===== config.mk =====
export PLATFORM = sky130hd
export DESIGN_NAME = kv_booth_iter_mul
export DESIGN_NICKNAME = d
export VERILOG_FILES = /design/src/rtl/kv_booth_iter_mul.sv
export SDC_FILE = /design/constraint.sdc
export NUM_CORES = 1
export LEC_CHECK = 0
export ABC_AREA = 1
export BUFFER_PORTS_ARGS = -buffer_cell sky130_fd_sc_hd__buf_2
export CAP_MARGIN = 20
export CORE_MARGIN = 4
export CORE_UTILIZATION = 55
export DETAILED_ROUTE_END_ITERATION = 8
export HOLD_SLACK_MARGIN = 0.05
export PLACE_DENSITY = 0.81
export SYNTH_ARGS = -nofsm -noshare
export SYNTH_HDL_FRONTEND = slang
export SYNTH_SLANG_ARGS = --single-unit

===== constraint.sdc =====
create_clock -name core_clk -period 3.4 [get_ports core_clk]
set_clock_uncertainty 0.15 [all_clocks]
set_input_delay 0.51 -clock core_clk [delete_from_list [all_inputs] [get_ports core_clk]]
set_output_delay 0.51 -clock core_clk [all_outputs]
set_load 0.005 [all_outputs]

===== src/rtl/kv_booth_iter_mul.sv =====
// Iterative radix-4 Booth multiplier: two digits per cycle through a 4:2 compressor, then one carry-propagate add.
// Latency accept->resp_valid = iterations+1 (4 at WIDTH=11); optional early exit under KV_BOOTH_EARLY_TERM_EN.
// Backpressure: resp_valid/resp_prod held in DONE until resp_ready; req_ready high only in IDLE.
module kv_booth_iter_mul #(
    parameter int WIDTH = 11
) (
    input  logic                 core_clk,
    input  logic                 core_reset_n,
    input  logic                 flush,
    input  logic                 req_valid,
    output logic                 req_ready,
    input  logic [WIDTH-1:0]     req_a,
    input  logic [WIDTH-1:0]     req_b,
    output logic                 resp_valid,
    input  logic                 resp_ready,
    output logic [2*WIDTH-1:0]   resp_prod
);

    localparam int P  = 2 * WIDTH;
    localparam int D  = (WIDTH + 2) / 2;
    localparam int N  = (D + 1) / 2;
    localparam int CW = (N > 1) ? $clog2(N) : 1;
    localparam int BW = P + 1;

    localparam logic [1:0] S_IDLE = 2'd0;
    localparam logic [1:0] S_ITER = 2'd1;
    localparam logic [1:0] S_ADD  = 2'd2;
    localparam logic [1:0] S_DONE = 2'd3;

    logic [1:0]    state;
    logic [CW-1:0] cnt;
    logic [P-1:0]  a_reg;
    logic [BW-1:0] b_reg;
    logic [P-1:0]  acc_s;
    logic [P-1:0]  acc_c;

    logic [4:0]    trips;
    logic [P-1:0]  pp0, pp1;
    logic [P-1:0]  s1, c1, s2, c2;
    logic          last_iter;

    // Full two's-complement multiple of a; negation is complete so no separate +1 row.
    function automatic logic [P-1:0] booth_mult(input logic [2:0] trip, input logic [P-1:0] a);
        logic [P-1:0] m;
        case (trip)
            3'b001, 3'b010: m = a;
            3'b011:         m = a << 1;
            3'b100:         m = ~(a << 1) + 1'b1;
            3'b101, 3'b110: m = ~a + 1'b1;
            default:        m = '0;
        endcase
        return m;
    endfunction

    assign req_ready = (state == S_IDLE);

    always_comb begin
        trips = 5'(b_reg >> (4 * int'(cnt)));
        pp0   = '0;
        pp1   = '0;
        if (2 * int'(cnt) < D)
            pp0 = booth_mult(trips[2:0], a_reg) << (4 * int'(cnt));
        if (2 * int'(cnt) + 1 < D)
            pp1 = booth_mult(trips[4:2], a_reg) << (4 * int'(cnt) + 2);

        // 4:2 compression as two chained 3:2 stages; carries past bit P-1 are dropped.
        s1 = acc_s ^ acc_c ^ pp0;
        c1 = ((acc_s & acc_c) | (acc_s & pp0) | (acc_c & pp0)) << 1;
        s2 = s1 ^ c1 ^ pp1;
        c2 = ((s1 & c1) | (s1 & pp1) | (c1 & pp1)) << 1;

        last_iter = (cnt == CW'(N - 1));
`ifdef KV_BOOTH_EARLY_TERM_EN
        // Stop once every multiplier bit from the next digit's boundary upward is zero.
        if ((b_reg >> (4 * int'(cnt) + 3)) == '0)
            last_iter = 1'b1;
`endif
    end

    always_ff @(posedge core_clk or negedge core_reset_n) begin
        if (!core_reset_n) begin
            state      <= S_IDLE;
            cnt        <= '0;
            a_reg      <= '0;
            b_reg      <= '0;
            acc_s      <= '0;
            acc_c      <= '0;
            resp_prod  <= '0;
            resp_valid <= 1'b0;
        end else if (flush) begin
            state      <= S_IDLE;
            cnt        <= '0;
            resp_valid <= 1'b0;
        end else begin
            case (state)
                S_IDLE: begin
                    if (req_valid) begin
                        a_reg <= P'(req_a);
                        b_reg <= BW'({req_b, 1'b0});
                        acc_s <= '0;
                        acc_c <= '0;
                        cnt   <= '0;
                        state <= S_ITER;
                    end
                end
                S_ITER: begin
                    acc_s <= s2;
                    acc_c <= c2;
                    if (last_iter) begin
                        cnt   <= '0;
                        state <= S_ADD;
                    end else begin
                        cnt <= cnt + 1'b1;
                    end
                end
                S_ADD: begin
                    resp_prod  <= acc_s + acc_c;
                    resp_valid <= 1'b1;
                    state      <= S_DONE;
                end
                default: begin
                    if (resp_ready) begin
                        resp_valid <= 1'b0;
                        state      <= S_IDLE;
                    end
                end
            endcase
        end
    end

endmodule


==> impl_results.html <==
<table>
<tr><th>Metric</th><th>Value</th></tr>
<tr><th colspan="2">Status</th></tr>
<tr><td>Status</td><td>finished clean</td></tr>
<tr><th colspan="2">Clock network</th></tr>
<tr><td>CTS clock-pin slew for the worst setup and hold paths</td><td>about 60 ps</td></tr>
<tr><td>Sinks on Clock Net</td><td>just over 90</td></tr>
<tr><td>CTS H-tree depth</td><td>3</td></tr>
<tr><td>CTS Root Cell</td><td>sky130_fd_sc_hd__clkbuf_16</td></tr>
<tr><td>Number of buffers inserted during clock tree synthesis</td><td>9</td></tr>
<tr><td>TritonCTS clock tree</td><td>yes</td></tr>
<tr><td>Max Root-Sink Buffers</td><td>2</td></tr>
<tr><td>Clock insertion delay at the later pin of the skew report</td><td>between 300 and 400 ps</td></tr>
<tr><th colspan="2">Synth</th></tr>
<tr><td>Count of distinct cell types in the synthesized netlist</td><td>38</td></tr>
<tr><td>Post-synth top flop</td><td>sky130_fd_sc_hd__dfrtp_1</td></tr>
<tr><td>Mean area per synthesized cell</td><td>about 7.8 um2</td></tr>
<tr><td>Most frequent cell after synthesis</td><td>sky130_fd_sc_hd__nand2_1</td></tr>
<tr><td>Count of synthesis-stage warnings from yosys</td><td>0</td></tr>
<tr><td>Count of flip-flops with a built-in enable after synthesis</td><td>0</td></tr>
<tr><td>Library cell with the largest summed area after synthesis</td><td>sky130_fd_sc_hd__dfrtp_1</td></tr>
<tr><td>Portion of the post-synthesis area used by sequential elements</td><td>0.330</td></tr>
<tr><td>Largest cells by area after synthesis</td><td>sky130_fd_sc_hd__dfrtp_1 (33%), sky130_fd_sc_hd__nand2_1 (13%), sky130_fd_sc_hd__fa_1 (11%), sky130_fd_sc_hd__nand3_1 (5.0%), sky130_fd_sc_hd__ha_1 (4.7%)</td></tr>
<tr><td>Cell types with the highest counts after synthesis</td><td>sky130_fd_sc_hd__nand2_1 (247), sky130_fd_sc_hd__dfrtp_1 (91), sky130_fd_sc_hd__inv_1 (82)</td></tr>
<tr><td>FFs w/ async S/R, synth</td><td>1.00</td></tr>
<tr><td>Post-synth net total</td><td>between 900 and 1000</td></tr>
<tr><td>Flops &amp; latches, synth</td><td>a little over 90</td></tr>
<tr><td>Post-Synthesis Cells</td><td>around 890</td></tr>
<tr><td>Post-Synthesis Cell Area</td><td>between 6000 and 7000 um2</td></tr>
<tr><td>Proportion of netlist area held by the largest area contributor</td><td>0.330</td></tr>
<tr><th colspan="2">Timing</th></tr>
<tr><td>Count of pins over their slew limit</td><td>0</td></tr>
<tr><td>Worst hold slack</td><td>235 ps</td></tr>
<tr><td>Final setup vio count</td><td>0</td></tr>
<tr><td>Total negative setup slack</td><td>0 ps</td></tr>
<tr><td>Final Critical Period</td><td>approximately 3300 ps</td></tr>
<tr><td>Highest Clock Rate</td><td>301 MHz</td></tr>
<tr><td>Transition at the pin with the smallest max-transition slack</td><td>695 ps</td></tr>
<tr><td>Period utilization</td><td>0.977</td></tr>
<tr><td>Unrepaired setup endpoints after global routing</td><td>yes</td></tr>
<tr><td>Hold Vio Cnt, Final</td><td>0</td></tr>
<tr><td>Relative slew slack</td><td>0.536</td></tr>
<tr><th colspan="2">Final layout</th></tr>
<tr><td>Final instance area</td><td>roughly 7900 um2</td></tr>
<tr><td>Number of antenna cells inserted</td><td>0</td></tr>
<tr><td>Layout cell share with drive strength beyond 1</td><td>0.152</td></tr>
<tr><td>Final net count</td><td>1043</td></tr>
<tr><td>Non-filler instance count after layout</td><td>1123</td></tr>
<tr><td>Utilization after layout</td><td>0.647</td></tr>
<tr><td>Top flop regs</td><td>acc_s (22), resp_prod (22), acc_c (20)</td></tr>
<tr><td>Area growth from synthesis to final layout</td><td>13.9%</td></tr>
<tr><td>Filler cell count in the final layout</td><td>~1100</td></tr>
<tr><th colspan="2">Die</th></tr>
<tr><td>Die ar.</td><td>about 14000 um2</td></tr>
<tr><td>Die width</td><td>approximately 120 um</td></tr>
<tr><td>Initial Util</td><td>0.568</td></tr>
<tr><td>Core region area</td><td>around 12000 um2</td></tr>
<tr><td>Vert. Die Dim</td><td>~120 um</td></tr>
<tr><td># IOs</td><td>between 50 and 60</td></tr>
<tr><td>Number of placement rows</td><td>40</td></tr>
<tr><th colspan="2">Placement</th></tr>
<tr><td>Placer's final routability congestion estimate</td><td>0.927</td></tr>
<tr><td>Area after detailed placement</td><td>about 7400 um2</td></tr>
<tr><td>Post-detailed-placement half-perimeter wirelength</td><td>between 10000 and 15000 um</td></tr>
<tr><td>DP Cell Count</td><td>1104</td></tr>
<tr><td>Count of input and output buffers</td><td>50</td></tr>
<tr><th colspan="2">Pwr</th></tr>
<tr><td>P per Cell Area</td><td>1170 nW/um2</td></tr>
<tr><td>Worst IR drop on VDD</td><td>between 0.6 and 0.7 mV</td></tr>
<tr><td>Leakage power total</td><td>between 3 and 4 nW</td></tr>
<tr><th colspan="2">Min path</th></tr>
<tr><td>Min-Delay Path Class</td><td>input port to register</td></tr>
<tr><th colspan="2">Drt</th></tr>
<tr><td>Routed Wire Length</td><td>between 15000 and 20000 um</td></tr>
<tr><td>Vias</td><td>6306</td></tr>
<tr><td>Avg Vias per Cell</td><td>5.62</td></tr>
<tr><td>Initial drt markers</td><td>approximately 500</td></tr>
<tr><td>DRC errors left</td><td>0</td></tr>
<tr><td>Routed wire length per instance</td><td>around 16 um</td></tr>
<tr><td>Antenna-violating nets left</td><td>0</td></tr>
<tr><td>First drt pass iteration count</td><td>5</td></tr>
<tr><th colspan="2">GRT</th></tr>
<tr><td>Global-route wire length before repair</td><td>about 30000 um</td></tr>
<tr><td>Remaining global-route overflow</td><td>0</td></tr>
<tr><td>Pin count of the biggest net entering global routing</td><td>92</td></tr>
<tr><td>Vias in the first global route</td><td>a little over 6000</td></tr>
<tr><td>All-layer global routing usage</td><td>0.262</td></tr>
<tr><td>Number of antenna violations at the first check in global routing</td><td>0</td></tr>
<tr><th colspan="2">Setup path</th></tr>
<tr><td>Crit path from</td><td>cnt[0]</td></tr>
<tr><td>Register-to-Register Path Depth</td><td>15</td></tr>
<tr><td>Critical R2R Capture</td><td>acc_s[19]</td></tr>
<tr><td>Worst Setup Path Type</td><td>register to register</td></tr>
<tr><td>CP Max Fanout</td><td>11</td></tr>
<tr><td>Worst-case register-to-register setup slack</td><td>around 80 ps</td></tr>
<tr><td>CP Capture Point</td><td>acc_s[19]</td></tr>
<tr><td>Reg-to-reg critical path startpoint</td><td>cnt[0]</td></tr>
<tr><td>WP data arrival</td><td>approximately 3400 ps</td></tr>
<tr><td>Kind of start point of the critical path</td><td>register</td></tr>
<tr><td>Setup crit end kind</td><td>register</td></tr>
<tr><td>Endpoint required time on the critical path</td><td>between 3000 and 4000 ps</td></tr>
<tr><th colspan="2">Run</th></tr>
<tr><td>Number of maximum-capacitance violations</td><td>0</td></tr>
</table>
-- layout by cell type, fill, tap and decap left out, types with 4 or more instances in the layout --
cell                        netlist  layout
sky130_fd_sc_hd__ha_1            26      25
sky130_fd_sc_hd__a31oi_1          8       8
sky130_fd_sc_hd__or2_2            6       6
sky130_fd_sc_hd__inv_1           82      80
sky130_fd_sc_hd__fa_1            39      39
sky130_fd_sc_hd__o21ai_1          6       9
sky130_fd_sc_hd__nor2_4           5       7
sky130_fd_sc_hd__buf_4            1      26
sky130_fd_sc_hd__a22o_1          30      30
sky130_fd_sc_hd__nand2_1        247     246
sky130_fd_sc_hd__xor2_1           6       6
sky130_fd_sc_hd__inv_2            8       9
sky130_fd_sc_hd__a22oi_1          9       8
sky130_fd_sc_hd__o22ai_1         12      12
sky130_fd_sc_hd__nand4_1         21      21
sky130_fd_sc_hd__nand3_1         69      68
sky130_fd_sc_hd__clkbuf_16        0       9
sky130_fd_sc_hd__a21oi_1         43      42
sky130_fd_sc_hd__buf_2            4      49
sky130_fd_sc_hd__nor2_1          76      74
sky130_fd_sc_hd__mux2_2          12      12
sky130_fd_sc_hd__o21ai_0         39      36
sky130_fd_sc_hd__nor2_2           4       4
sky130_fd_sc_hd__dfrtp_1         91      88
-- worst max-delay path, stage by stage (launching register included) --
cell,delay [ps]
sky130_fd_sc_hd__dfrtp_2,480
sky130_fd_sc_hd__buf_4,160
sky130_fd_sc_hd__nand2_1,50
sky130_fd_sc_hd__nand2_1,50
sky130_fd_sc_hd__nand2_1,120
sky130_fd_sc_hd__nand3_2,150
sky130_fd_sc_hd__nand2_4,120
sky130_fd_sc_hd__nor2_1,50
sky130_fd_sc_hd__buf_4,170
sky130_fd_sc_hd__a21oi_1,210
sky130_fd_sc_hd__nand4_1,140
sky130_fd_sc_hd__nand3_1,120
sky130_fd_sc_hd__nand2_1,80
sky130_fd_sc_hd__fa_1,470
sky130_fd_sc_hd__fa_1,500
sky130_fd_sc_hd__a22o_1,190
-- layer usage --
metal,routed length (um),track usage
met2,8470,0.417
met5,0,0
met3,996,0.0363
met1,7940,0.358
met4,599,0.117
-- cell type report --
type                            instances  area [um2]  share of cell area
Clock inverter                          4        75.1             0.00955
Multi-Input combinational cell        680        4220               0.537
Timing Repair Buffer                   78         489              0.0622
Tap cell                              168         210              0.0267
Sequential cell                        91        2280               0.290
Inverter                               91         344              0.0438
Clock buffer                           11         243              0.0309
-- logic make-up (layout without fill, tap and decap cells) --
| family | Yosys count | count (layout) | share of synthesized area |
|---|---|---|---|
| buffers and inverters | 118 | 184 | 0.0654 |
| muxes | 12 | 12 | 0.0196 |
| AOI/OAI and AO/OA | 156 | 156 | 0.141 |
| adders and majority gates | 65 | 65 | 0.160 |
| DFF | 91 | 91 | 0.330 |
| and+or+nand+nor | 438 | 438 | 0.272 |
| xor gates and xnor gates | 9 | 9 | 0.0114 |
-- stage by stage --
| stage | worst slack, ps | power (W) |
|---|---|---|
| floorplan | 339 | 0.00617 |
| global placement | 189 | 0.00766 |
| detailed placement | 115 | 0.00792 |
| CTS | 53.3 | 0.00905 |
| global route | -68.9 | 0.0101 |
| finish | 79.0 | 0.00922 |
-- worst min path at each step --
stage | from | end | slack (ps) | cells after the start
after detailed placement | resp_prod[14] | resp_prod[14] | 310 | 2
after global placement | resp_prod[2] | resp_prod[2] | 300 | 2
after CTS | req_b[8] | b_reg[9] | 230 | 2
after global routing | req_b[5] | b_reg[6] | 240 | 2
final | req_b[8] | b_reg[9] | 230 | 2
after floorplan | core_reset_n | a_reg[0] | 60 | 0
-- power by group --
| part | internal, W | leakage [nW] | switching, W |
|---|---|---|---|
| Sequential | 0.00151 | 1.16 | 0.000376 |
| Combinational | 0.00241 | 2.68 | 0.00384 |
| Clock | 0.000660 | 0.148 | 0.000428 |
-- repair_timing --
action                                  in CTS  in global routing
gates resized for setup                      0                 21
buffers inserted                             0                  2
hold buffers                                 0                  1
hold endpoints to repair                     0                 19
endpoints found under the setup margin       0                 36
Note: power is estimated with default switching activity, not from simulation.
